### src/rtl/mac_tx_mii.sv
// MII transmit framer: preamble/SFD, byte-to-nibble serialisation, zero padding,
// CRC-32 FCS and inter-frame gap. All outputs are registered.
module mac_tx_mii #(
  parameter int PREAMBLE_NIBBLES = 15,
  parameter int MIN_FRAME        = 60,
  parameter int MAX_FRAME        = 1514,
  parameter int IFG_NIBBLES      = 24
) (
  input  logic       tx_clk,
  input  logic       reset,
  input  logic [7:0] data_in,
  input  logic       data_valid,
  input  logic       data_last,
  output logic       data_ready,
  output logic       tx_dv,
  output logic [3:0] tx_d,
  output logic       tx_busy,
  output logic       tx_done,
  output logic       tx_underrun
);

  localparam int CMAX = (IFG_NIBBLES > PREAMBLE_NIBBLES) ? IFG_NIBBLES : PREAMBLE_NIBBLES;
  localparam int CW   = $clog2(CMAX + 1);

  typedef enum logic [2:0] {S_IDLE, S_PRE, S_SFD, S_DATA, S_PAD, S_FCS, S_IFG} state_t;

  state_t      state, state_n;
  logic        hi, hi_n;
  logic [CW-1:0] cnt, cnt_n;
  logic [7:0]  byte_q, byte_n;
  logic [10:0] bcnt, bcnt_n;
  logic [31:0] crc, crc_n;
  logic [31:0] sr, sr_n;
  logic        last_seen, last_n;
  logic        ready_n, dv_n, busy_n, done_n, under_n;
  logic [3:0]  d_n;

  function automatic logic [31:0] crc_byte(input logic [31:0] c, input logic [7:0] b);
    logic [31:0] r;
    r = c ^ {24'h0, b};
    for (int i = 0; i < 8; i++)
      r = r[0] ? ((r >> 1) ^ 32'hEDB88320) : (r >> 1);
    return r;
  endfunction

  always_ff @(posedge tx_clk) begin
    if (reset) begin
      state       <= S_IDLE;
      hi          <= 1'b0;
      cnt         <= '0;
      byte_q      <= 8'h00;
      bcnt        <= 11'd0;
      crc         <= 32'hFFFFFFFF;
      sr          <= 32'h0;
      last_seen   <= 1'b0;
      data_ready  <= 1'b0;
      tx_dv       <= 1'b0;
      tx_d        <= 4'h0;
      tx_busy     <= 1'b0;
      tx_done     <= 1'b0;
      tx_underrun <= 1'b0;
    end else begin
      state       <= state_n;
      hi          <= hi_n;
      cnt         <= cnt_n;
      byte_q      <= byte_n;
      bcnt        <= bcnt_n;
      crc         <= crc_n;
      sr          <= sr_n;
      last_seen   <= last_n;
      data_ready  <= ready_n;
      tx_dv       <= dv_n;
      tx_d        <= d_n;
      tx_busy     <= busy_n;
      tx_done     <= done_n;
      tx_underrun <= under_n;
    end
  end

  always_comb begin
    state_n = state;
    hi_n    = hi;
    cnt_n   = cnt;
    byte_n  = byte_q;
    bcnt_n  = bcnt;
    crc_n   = crc;
    sr_n    = sr;
    last_n  = last_seen;
    ready_n = 1'b0;
    dv_n    = tx_dv;
    d_n     = tx_d;
    busy_n  = tx_busy;
    done_n  = 1'b0;
    under_n = 1'b0;
    case (state)
      S_IDLE: begin
        ready_n = 1'b1;
        dv_n    = 1'b0;
        d_n     = 4'h0;
        busy_n  = 1'b0;
        crc_n   = 32'hFFFFFFFF;
        bcnt_n  = 11'd0;
        if (data_valid && data_ready) begin
          byte_n  = data_in;
          last_n  = data_last;
          state_n = S_PRE;
          cnt_n   = CW'(PREAMBLE_NIBBLES - 1);
          ready_n = 1'b0;
          dv_n    = 1'b1;
          d_n     = 4'h5;
          busy_n  = 1'b1;
        end
      end
      S_PRE: begin
        if (cnt == '0) begin
          state_n = S_SFD;
          d_n     = 4'hD;
        end else begin
          cnt_n = cnt - 1'b1;
          d_n   = 4'h5;
        end
      end
      S_SFD: begin
        state_n = S_DATA;
        hi_n    = 1'b0;
        d_n     = byte_q[3:0];
        crc_n   = crc_byte(crc, byte_q);
        bcnt_n  = bcnt + 11'd1;
      end
      S_DATA: begin
        if (!hi) begin
          hi_n    = 1'b1;
          d_n     = byte_q[7:4];
          ready_n = !last_seen && (bcnt != 11'(MAX_FRAME));
        end else if (last_seen) begin
          if (bcnt < 11'(MIN_FRAME)) begin
            state_n = S_PAD;
            hi_n    = 1'b0;
            d_n     = 4'h0;
            crc_n   = crc_byte(crc, 8'h00);
            bcnt_n  = bcnt + 11'd1;
          end else begin
            state_n = S_FCS;
            d_n     = ~crc[3:0];
            sr_n    = (~crc) >> 4;
            cnt_n   = CW'(7);
          end
        end else if (data_valid && data_ready) begin
          byte_n = data_in;
          last_n = data_last;
          hi_n   = 1'b0;
          d_n    = data_in[3:0];
          crc_n  = crc_byte(crc, data_in);
          bcnt_n = bcnt + 11'd1;
        end else begin
          // Underrun or oversize: send the uninverted CRC so the receiver sees a bad FCS.
          under_n = 1'b1;
          state_n = S_FCS;
          d_n     = crc[3:0];
          sr_n    = crc >> 4;
          cnt_n   = CW'(7);
        end
      end
      S_PAD: begin
        if (!hi) begin
          hi_n = 1'b1;
          d_n  = 4'h0;
        end else if (bcnt == 11'(MIN_FRAME)) begin
          state_n = S_FCS;
          d_n     = ~crc[3:0];
          sr_n    = (~crc) >> 4;
          cnt_n   = CW'(7);
        end else begin
          hi_n   = 1'b0;
          d_n    = 4'h0;
          crc_n  = crc_byte(crc, 8'h00);
          bcnt_n = bcnt + 11'd1;
        end
      end
      S_FCS: begin
        if (cnt == '0) begin
          state_n = S_IFG;
          dv_n    = 1'b0;
          d_n     = 4'h0;
          // The IDLE accept cycle is the last low cycle of the gap.
          cnt_n   = CW'(IFG_NIBBLES - 2);
        end else begin
          d_n    = sr[3:0];
          sr_n   = sr >> 4;
          cnt_n  = cnt - 1'b1;
          done_n = (cnt == CW'(1));
        end
      end
      S_IFG: begin
        if (cnt == '0) begin
          state_n = S_IDLE;
          busy_n  = 1'b0;
          ready_n = 1'b1;
        end else begin
          cnt_n = cnt - 1'b1;
        end
      end
      default: state_n = S_IDLE;
    endcase
  end

endmodule

### config.mk
export PLATFORM = sky130hd
export DESIGN_NAME = mac_tx_mii
export DESIGN_NICKNAME = d
export VERILOG_FILES = /design/src/rtl/mac_tx_mii.sv
export SDC_FILE = /design/constraint.sdc
export NUM_CORES = 1
export LEC_CHECK = 0
export CORE_AREA = 3 3 115 117
export DETAILED_ROUTE_END_ITERATION = 6
export DIE_AREA = 0 0 118 120
export HOLD_SLACK_MARGIN = 0.05
export PLACE_DENSITY_LB_ADDON = 0.15
export SYNTH_ARGS = -nofsm -noshare
export SYNTH_HDL_FRONTEND = slang
export SYNTH_SLANG_ARGS = --single-unit
### constraint.sdc
create_clock -name tx_clk -period 3.31 [get_ports tx_clk]
set_clock_uncertainty 0.15 [all_clocks]
set_input_delay 0.331 -clock tx_clk [delete_from_list [all_inputs] [get_ports tx_clk]]
set_output_delay 0.331 -clock tx_clk [all_outputs]
set_load 0.02 [all_outputs]
==> flow_summary_export.csv <==
group,metric,value,unit
yosys,ys_seq_area_share,25.4,%
pwr,p_sw_share,47.1,%
worst_setup_path,cp_max_fo,9,
clocking,postCtsSetupBuffers,0,
hold_path,hold_path_depth,2,
pwr,p_leak,3.07,nW
place,portBuffers,20,
timing,rsz0062_at_grt,"no",
worst_setup_path,r2r_end,"crc[29]",
clocking,cts_root_buf,"clkbuf_16",
drt,via_count,7263,
place,gp_congestion,0.982,
grt,grt_pass1_vias,6929,
timing,period_minus_slack,3.05,ns
hold_path,hold_path_class,"input pin to flop",
finish,drive_above_1_share,12.1,%
drt,drt_wl_total,26300,µm
die,die_y,120,µm
drt,dr.pass1.iters,5,
timing,slew_headroom,27.0,%
pwr,intPower,4.49,mW
finish,fin_cells,1104,
yosys,async_reset_ff_share,0,%
timing,setup_violations,0,
clocking,post_cts_resized,0,
yosys,yosys.area.top_type,"dfxtp_1",
timing,finalCritPeriodShare,92.2,%
die,rows,41,
clocking,h-tree-depth,3,
finish,area_growth,9.56,%
timing,max_freq,0.328,GHz
drt,wl_per_cell,23.8,µm
worst_setup_path,worstSetupPathType,"flop to flop",
worst_setup_path,cp.arrival,3.13,ns
yosys,synth_top_area_share,25.4,%
pwr,seqPwrFrac,21.0,%
die,die_w,118,µm
finish,antennaDiodeCount,0,
timing,worst_slew_pin_slew,1.10,ns
drt,vias_per_cell,6.58,
yosys,synth-warning-count,0,
yosys,netlist_area,7740,µm²
yosys,synth_cells,927,
clocking,worstSkewPairLatency,0.37,ns
die,ioPinCount,21,
grt,grt-ovfl-total,0,
drt,route.detailed.drc,0,
yosys,ys_top_cells_by_area,"dfxtp_1, xnor2_1, nor2_1",
worst_setup_path,cp-start-kind,"flop",
worst_setup_path,rrSetupSlack,0.26,ns
yosys,yosys.cell_types.count,79,
yosys,ys_ff_latch,98,
clocking,ctsLongestPathBuffers,2,
die,core,12500,µm²
clocking,cts_tree,"done",
place,dp_hpwl,19100,µm
timing,tns,0,ns
pwr,clkPwrFrac,13.7,%
clocking,hold_buffers,0,
yosys,synth_edf_count,0,
yosys,syn_area_per_cell,8.35,µm²
worst_setup_path,cp_data_required_time,3.39,ns
pwr,combPwrFrac,65.3,%
clocking,cts_buffers,9,
drt,drtIter0Drc,799,
hold_path,hold_path_end,"byte_q[5]",
grt,grt_max_degree,60,
worst_setup_path,rr_startpoint,"crc[1]",
outcome,status,"finished, final reports clean",
drt,final_antenna_net_count,0,
yosys,synth_nets,945,
die,start_util,62.1,%
finish,layout.nets,946,
hold_path,worstHoldStart,"reset",
timing,final_hold_viol_count,0,
place,placed_cells,1089,
worst_setup_path,worst_setup_path_end_kind,"flop",
grt,antenna_found_initial,0,
flow_run,maxCapViolations,0,
pwr,p_per_area,1000,nW/µm²
pwr,p_sw,3.99,mW
yosys,dominantRegCellSynth,"dfxtp_1",
clocking,cts_num_sinks,98,
die,dieArea,14200,µm²
worst_setup_path,ff2ff_path_depth,7,
pwr,vdd_ir_drop_max,0.000578,V
clocking,clk_pin_slew,0.08,ns
timing,slew_viol_final,0,
grt,track_usage,37.1,%
grt,grt_first_pass_wirelength,40300,µm
[per-stage QoR]
stage	utilization, %	area, µm²	setup slack (ns)	power, mW	hold slack [ns]
2_1_floorplan	-	7740	0.881	5.81	0.307
3_3_place_gp	65.4	8160	0.279	7.08	0.321
3_5_place_dp	65.4	8160	0.312	7.14	0.327
4_1_cts	68.0	8480	0.335	8.35	0.265
5_1_grt	68.0	8480	0.0806	8.89	0.297
6_report	68.0	8480	0.257	8.48	0.282
[cell families after synthesis]
kind of cell / count (synthesis) / synth area share [%]
simple gates: 242 / 14.4
xor+xnor: 209 / 28.3
buf+inv: 89 / 5.64
compound gates: 270 / 23.7
flops: 98 / 25.4
mux: 13 / 1.68
fa+ha+maj: 6 / 0.970
[layout make-up]
cell class / instances / area, µm²
Clock buffer: 11 / 243
Sequential cell: 98 / 1960
Fill cell: 1034 / 3990
Multi-Input combinational cell: 740 / 5350
Inverter: 8 / 30.0
Clock inverter: 4 / 76.3
Timing Repair Buffer: 71 / 603
Tap cell: 172 / 215
[synthesized netlist by cell type, types with 3 or more instances]
master and n:
nor3_1 17, inv_1 6, nand2_1 45, nand2b_1 11, a211o_1 8, and3_1 6, a2111oi_0 6, xor2_2 4
a22o_1 3, o21bai_1 12, a21oi_1 63, mux2i_1 13, a31oi_1 9, nor2_1 121, dfxtp_1 98, buf_2 14
clkbuf_1 49, o21ai_1 6, a221o_1 4, xnor2_2 13, xnor3_1 6, ha_1 6, buf_4 8, nor2b_1 4
or2_2 4, buf_6 7, o211ai_1 4, xor2_1 39, and2_1 3, xnor2_1 139, a22oi_1 5, nor3_2 3
o22ai_1 40, o221ai_1 6, xnor2_4 5, a221oi_1 7, nand3_1 9, a211oi_1 38, o21ai_0 37
[per-layer routing]
layer	up-vias	GRT usage [%]	wire (µm)
met2	437	59.1	11900
li1	3278	-	-
met4	0	22.2	1690
met5	-	0	0
met1	3429	46.4	10300
met3	119	8.01	2470
[layout by cell type, fill, tap and decap left out, types with 5 or more instances in the layout]
| cell type | netlist | routed |
|---|---|---|
| o22ai_1 | 40 | 40 |
| xnor2_1 | 139 | 139 |
| xnor3_1 | 6 | 6 |
| a211oi_1 | 38 | 38 |
| nand2_1 | 45 | 45 |
| o21ai_0 | 37 | 37 |
| o21bai_1 | 12 | 12 |
| ha_1 | 6 | 6 |
| a2111oi_0 | 6 | 6 |
| inv_1 | 6 | 6 |
| a31oi_1 | 9 | 9 |
| nor3_1 | 17 | 17 |
| a21oi_1 | 63 | 63 |
| dfxtp_1 | 98 | 98 |
| buf_4 | 8 | 49 |
| o221ai_1 | 6 | 6 |
| a211o_1 | 8 | 8 |
| clkbuf_16 | 0 | 9 |
| a221oi_1 | 7 | 7 |
| xnor2_2 | 13 | 13 |
| clkdlybuf4s50_1 | 0 | 19 |
| and3_1 | 6 | 6 |
| nand3_1 | 9 | 9 |
| mux2i_1 | 13 | 13 |
| o21ai_1 | 6 | 5 |
| nor2_1 | 121 | 121 |
| xor2_1 | 39 | 39 |
| xnor2_4 | 5 | 5 |
| nand2b_1 | 11 | 11 |
[power groups by stage]
stage          clock network (mW)  logic (mW)  registers [mW]
6_report                     1.16        5.54            1.78
5_1_grt                      1.22        5.89            1.79
4_1_cts                      1.17        5.41            1.76
3_5_place_dp                    0        5.35            1.79
3_3_place_gp                    0        5.31            1.78
2_1_floorplan                   0        4.20            1.61
[worst max-delay path, stage by stage, from the launching register on]
cell and delay [ns]:
dfxtp_1 0.84, xnor2_4 0.31, xnor2_2 0.34, xor2_1 0.26
xor2_1 0.23, nor2_1 0.06, a2111oi_0 0.59, o21ai_1 0.12
[how the worst max path moves through the flow]
stage	depth (start not counted)	slack, ns	from	endpoint
finish	7	0.26	crc[1]	crc[29]
global route	7	0.08	crc[1]	crc[3]
CTS	7	0.33	crc[1]	crc[29]
detailed placement	9	0.31	data_in[7]	crc[29]
global placement	9	0.28	data_in[7]	crc[29]
floorplan	9	0.88	bcnt[7]	sr[23]
[flip-flops by register name, indices dropped and copies added, names as in the netlist, 3 cells and up]
name    count
cnt         5
state       3
byte_q      8
sr         28
crc        32
tx_d        4
bcnt       11
Power figures use the tool's default switching activity.
